--- config.mk ---
export PLATFORM = sky130hd
export DESIGN_NAME = serial_sub
export DESIGN_NICKNAME = d
export VERILOG_FILES = /design/src/rtl/serial_sub.sv
export SDC_FILE = /design/constraint.sdc
export NUM_CORES = 1
export LEC_CHECK = 0
export ABC_CLOCK_PERIOD_IN_PS = 1600
export CAP_MARGIN = 20
export CORE_MARGIN = 2
export CORE_UTILIZATION = 29
export DETAILED_ROUTE_END_ITERATION = 10
export SYNTH_ARGS = -nofsm -noshare
export SYNTH_HDL_FRONTEND = slang
export SYNTH_SLANG_ARGS = --single-unit
--- constraint.sdc ---
create_clock -name clk -period 1.6 [get_ports clk]
set_input_delay 0.32 -clock clk [delete_from_list [all_inputs] [get_ports clk]]
set_output_delay 0.32 -clock clk [all_outputs]
set_load 0.01 [all_outputs]
--- src/rtl/serial_sub.sv ---
// rtl/serial_sub.sv - bit-serial LSB-first subtractor with valid/ready handshake
module serial_sub #(
  parameter int WIDTH = 8
) (
  input  logic             clk,
  input  logic             rst_n,
  input  logic             in_valid,
  output logic             in_ready,
  input  logic [WIDTH-1:0] a,
  input  logic [WIDTH-1:0] b,
  output logic             out_valid,
  input  logic             out_ready,
  output logic [WIDTH-1:0] diff,
  output logic             bout,
  output logic             busy
);

  localparam int CW = $clog2(WIDTH + 1);

  typedef enum logic [1:0] {IDLE, SHIFT, DONE} state_t;

  state_t           state;
  state_t           state_nx;
  logic [WIDTH-1:0] a_sh;
  logic [WIDTH-1:0] b_sh;
  logic [WIDTH-1:0] d_sh;
  logic [WIDTH-1:0] d_nx;
  logic             br;
  logic             br_nx;
  logic             d_bit;
  logic             last;
  logic [CW-1:0]    cnt;

  // Full-subtractor cell on the current LSBs; d_nx is the working
  // difference after this bit lands in the MSB.
  assign d_bit = a_sh[0] ^ b_sh[0] ^ br;
  assign br_nx = (~a_sh[0] & b_sh[0]) | (~(a_sh[0] ^ b_sh[0]) & br);
  assign d_nx  = (d_sh >> 1) | ({{(WIDTH-1){1'b0}}, d_bit} << (WIDTH - 1));
  assign last  = (cnt == CW'(WIDTH - 1));

  // State register.
  always_ff @(posedge clk) begin
    if (!rst_n) begin
      state <= IDLE;
    end else begin
      state <= state_nx;
    end
  end

  // Next-state and handshake outputs.
  always_comb begin
    state_nx  = state;
    in_ready  = 1'b0;
    out_valid = 1'b0;
    busy      = 1'b0;
    case (state)
      IDLE: begin
        in_ready = 1'b1;
        if (in_valid) state_nx = SHIFT;
      end
      SHIFT: begin
        busy = 1'b1;
        if (last) state_nx = DONE;
      end
      DONE: begin
        busy      = 1'b1;
        out_valid = 1'b1;
        if (out_ready) state_nx = IDLE;
      end
      default: state_nx = IDLE;
    endcase
  end

  // Datapath: operands load on accept, one bit per SHIFT edge; the visible
  // result registers only update on the final bit so they stay stable
  // while the next operation is in flight.
  always_ff @(posedge clk) begin
    if (!rst_n) begin
      a_sh <= '0;
      b_sh <= '0;
      d_sh <= '0;
      br   <= 1'b0;
      cnt  <= '0;
      diff <= '0;
      bout <= 1'b0;
    end else begin
      case (state)
        IDLE: begin
          if (in_valid) begin
            a_sh <= a;
            b_sh <= b;
            d_sh <= '0;
            br   <= 1'b0;
            cnt  <= '0;
          end
        end
        SHIFT: begin
          a_sh <= a_sh >> 1;
          b_sh <= b_sh >> 1;
          d_sh <= d_nx;
          br   <= br_nx;
          cnt  <= cnt + CW'(1);
          if (last) begin
            diff <= d_nx;
            bout <= br_nx;
          end
        end
        default: begin
        end
      endcase
    end
  end

endmodule

==> flow_metrics.py <==
metrics = {
    "outcome": {
        "status": "completed",
    },
    "power_and_ir_drop": {
        "power.internal_mw": 2.13,
        "leakage_nw": 1.03,
        "netSwitchingPower_uw": 884,
        "ir_worst_vdd_uv": 748,
        "power_per_cell_area_mw_per_mm2": 1250,
        "clkPwrFrac_pct": 29.0,
        "p_seq_share_pct": 38.8,
        "swShare_pct": 29.4,
        "comb_power_share_pct": 32.2,
    },
    "yosys": {
        "netlist_area_sq_mm": 0.00180,
        "syn_nets": 208,
        "synth.area.top_cells": "dfxtp_1 (43%), mux2i_1 (8.4%), nand2_1 (8.1%), o211a_1 (7.8%), nor2b_1 (4.2%)",
        "synthArstFlopShare_pct": 0,
        "synth_common_cells": "dfxtp_1 (39), nand2_1 (39), mux2i_1 (15)",
        "yosysSeqAreaShare_pct": 43.5,
        "synthFlopType": "dfxtp_1",
        "synth-edff-count": 0,
        "ys_types": 33,
        "yosysTopAreaCellShare_pct": 43.5,
        "syn_area_per_cell_sq_um": 9.82,
        "synth_cells": 183,
        "yosysTopAreaCell": "dfxtp_1",
        "yosys_warnings": 0,
        "ys_ff_latch": 39,
    },
    "floorplan": {
        "num_rows": 28,
        "die_h_um": 82.7,
        "ios": 32,
        "initial_utilization_pct": 30.2,
        "core-area_sq_mm": 0.00596,
        "dieArea_sq_mm": 0.00684,
        "dieWidth_um": 82.7,
    },
    "routing": {
        "vias": 1375,
        "wl_met2_um": 1670,
        "wl_met3_um": 154,
        "drc": 0,
        "firstDrtPassIters": 4,
        "final_antenna_net_count": 0,
        "wirelength_um": 3580,
        "avgViaCountPerCell": 4.68,
        "wl_per_cell_um": 12.2,
        "drt-initial-drc-count": 52,
        "top_layer": "met4",
        "met1Wirelength_um": 1720,
    },
    "sta": {
        "setup_violations": 0,
        "max_freq_mhz": 648,
        "hold_violations": 0,
        "slew_headroom_pct": 80.9,
        "slew_violations": 0,
        "period_share_pct": 96.5,
        "fin_skew_ps": 8.32,
        "hold_slack_ps": 461,
        "worst_slew_pin_slew_ps": 287,
        "period_minus_slack_ps": 1540,
    },
    "worst_setup_path": {
        "critPathRequiredTime_ps": 1280,
        "worstReg2RegStart": "state[0]",
        "ff2ff_setup_slack_ps": 80,
        "ff2ff_path_depth": 7,
        "end_kind": "primary output",
        "crit_fanout": 3,
        "worstSetupStartpointType": "flip-flop",
        "r2r-end": "b_sh[0]",
        "crit_arrival_ps": 1220,
        "crit_type": "flip-flop to primary output",
    },
    "clocking": {
        "clkSlewWorstSetupHoldPaths_ps": 80,
        "cts_tree": "built",
        "insertion_delay_ps": 290,
        "clock_path_buffers": 2,
        "cts_sinks": 39,
        "postCtsSetupBuffers": 0,
        "cts_root_buf": "clkbuf_8",
        "h-tree-depth": 2,
        "cts-buffers-inserted": 5,
        "hold_buffers": 0,
    },
    "global_routing": {
        "grt_max_degree": 42,
        "antenna_found_initial": 0,
        "grt_pass1_vias": 1332,
        "grt_usage_pct": 11.5,
        "grt_pass1_wl_um": 6090,
        "gr-total-overflow": 0,
    },
    "worst_hold_path": {
        "holdPathStages": 2,
        "hold_path_class": "flip-flop to flip-flop",
        "min_to": "a_sh[7]",
        "min-delay-start": "a_sh[7]",
    },
    "layout": {
        "drive_gt1_share_pct": 11.9,
        "diodes": 0,
        "finalNetCount": 243,
        "utilization_pct": 40.4,
        "area_growth_pct": 33.9,
    },
    "placement": {
        "dp_hpwl_um": 2480,
        "gp_congestion": 0.745,
        "io_buffer_count": 31,
    },
    "job": {
        "cap_viol_max_count": 0,
    },
}
[power by group through the flow]
stage	logic (mW)	registers [mW]	clock network (mW)
floorplan	0.664	1.16	0
global placement	0.946	1.18	0
detailed placement	0.949	1.18	0
CTS	0.948	1.16	0.911
global route	1.08	1.19	0.942
finish	0.970	1.17	0.872
[logic make-up (layout without fill, tap and decap cells)]
logic type,Yosys count,in the layout,synth area share [%]
buf+inv,18,54,5.85
compound gates,41,41,19.6
flops,39,39,43.5
simple gates,63,63,17.2
mux,17,17,9.96
fa+ha+maj,5,5,3.90
[placed cells by master, fill, tap and decap left out, types with 2 or more instances in the layout]
cell type        netlist  final
a21boi_0               8      8
a21boi_1               4      4
a32oi_1                8      8
and3_1                 2      2
buf_12                 0      4
buf_4                  1      5
clkbuf_8               0      6
clkdlybuf4s15_1        0      2
clkdlybuf4s50_1        0     28
dfxtp_1               39     38
ha_1                   4      2
ha_4                   0      2
inv_1                  5      4
mux2i_1               15     15
nand2_1               39     39
nand3_1                3      3
nor2b_1               12     12
o211a_1               14     14
[flip-flops by register name, indices dropped and copies added, names as in the netlist]
register	cells
state	2
d_sh	7
br	1
bout	1
a_sh	8
diff	8
cnt	4
b_sh	8
[how the worst max path moves through the flow]
stage	start	end	slack, ps	cells after the start
3_5_place_dp	in_valid	b_sh[3]	-10	4
2_1_floorplan	state[0]	b_sh[1]	90	5
3_3_place_gp	in_valid	a_sh[4]	-10	4
5_1_grt	state[0]	b_sh[0]	-8	7
4_1_cts	state[1]	in_ready	-230	3
6_report	state[0]	busy	60	3
[critical path, stage by stage, from the launching register on]
cell and delay, ps:
dfxtp_4 370, inv_1 80, ha_4 260, clkdlybuf4s15_1 220
[final cells by class]
cell class,count,area (sq um)
clock buffers,6,82.6
clock inverters,2,38.8
flip-flops and latches,39,785
repair buffers,41,442
multi-input cells,126,946
well taps,75,93.8
inverters,5,18.8
fillers,585,3550
[per-stage QoR]
stage	setup WS (ps)	instance area [sq um]	setup TNS [ps]	instances	power, mW
after floorplan	86.4	1800	0	183	1.83
after global placement	-12.7	2240	-143	286	2.12
after detailed placement	-14.7	2240	-112	286	2.13
after CTS	-231	2360	-243	294	3.02
after global routing	-7.68	2410	-7.68	294	3.21
final	55.6	2410	0	294	3.01
[per-layer routing]
metal / vias up / track usage (%)
li1: 714 / -
met1: 631 / 15.0
met2: 25 / 18.1
met3: 5 / 3.15
met4: 0 / 4.43
met5: - / 0
[repair_timing]
item                                    in CTS  in global routing
endpoints found under the setup margin       5                 19
gates cloned                                 0                  0
resized for setup                            4                 11
Note: power is estimated with default switching activity, not from simulation.
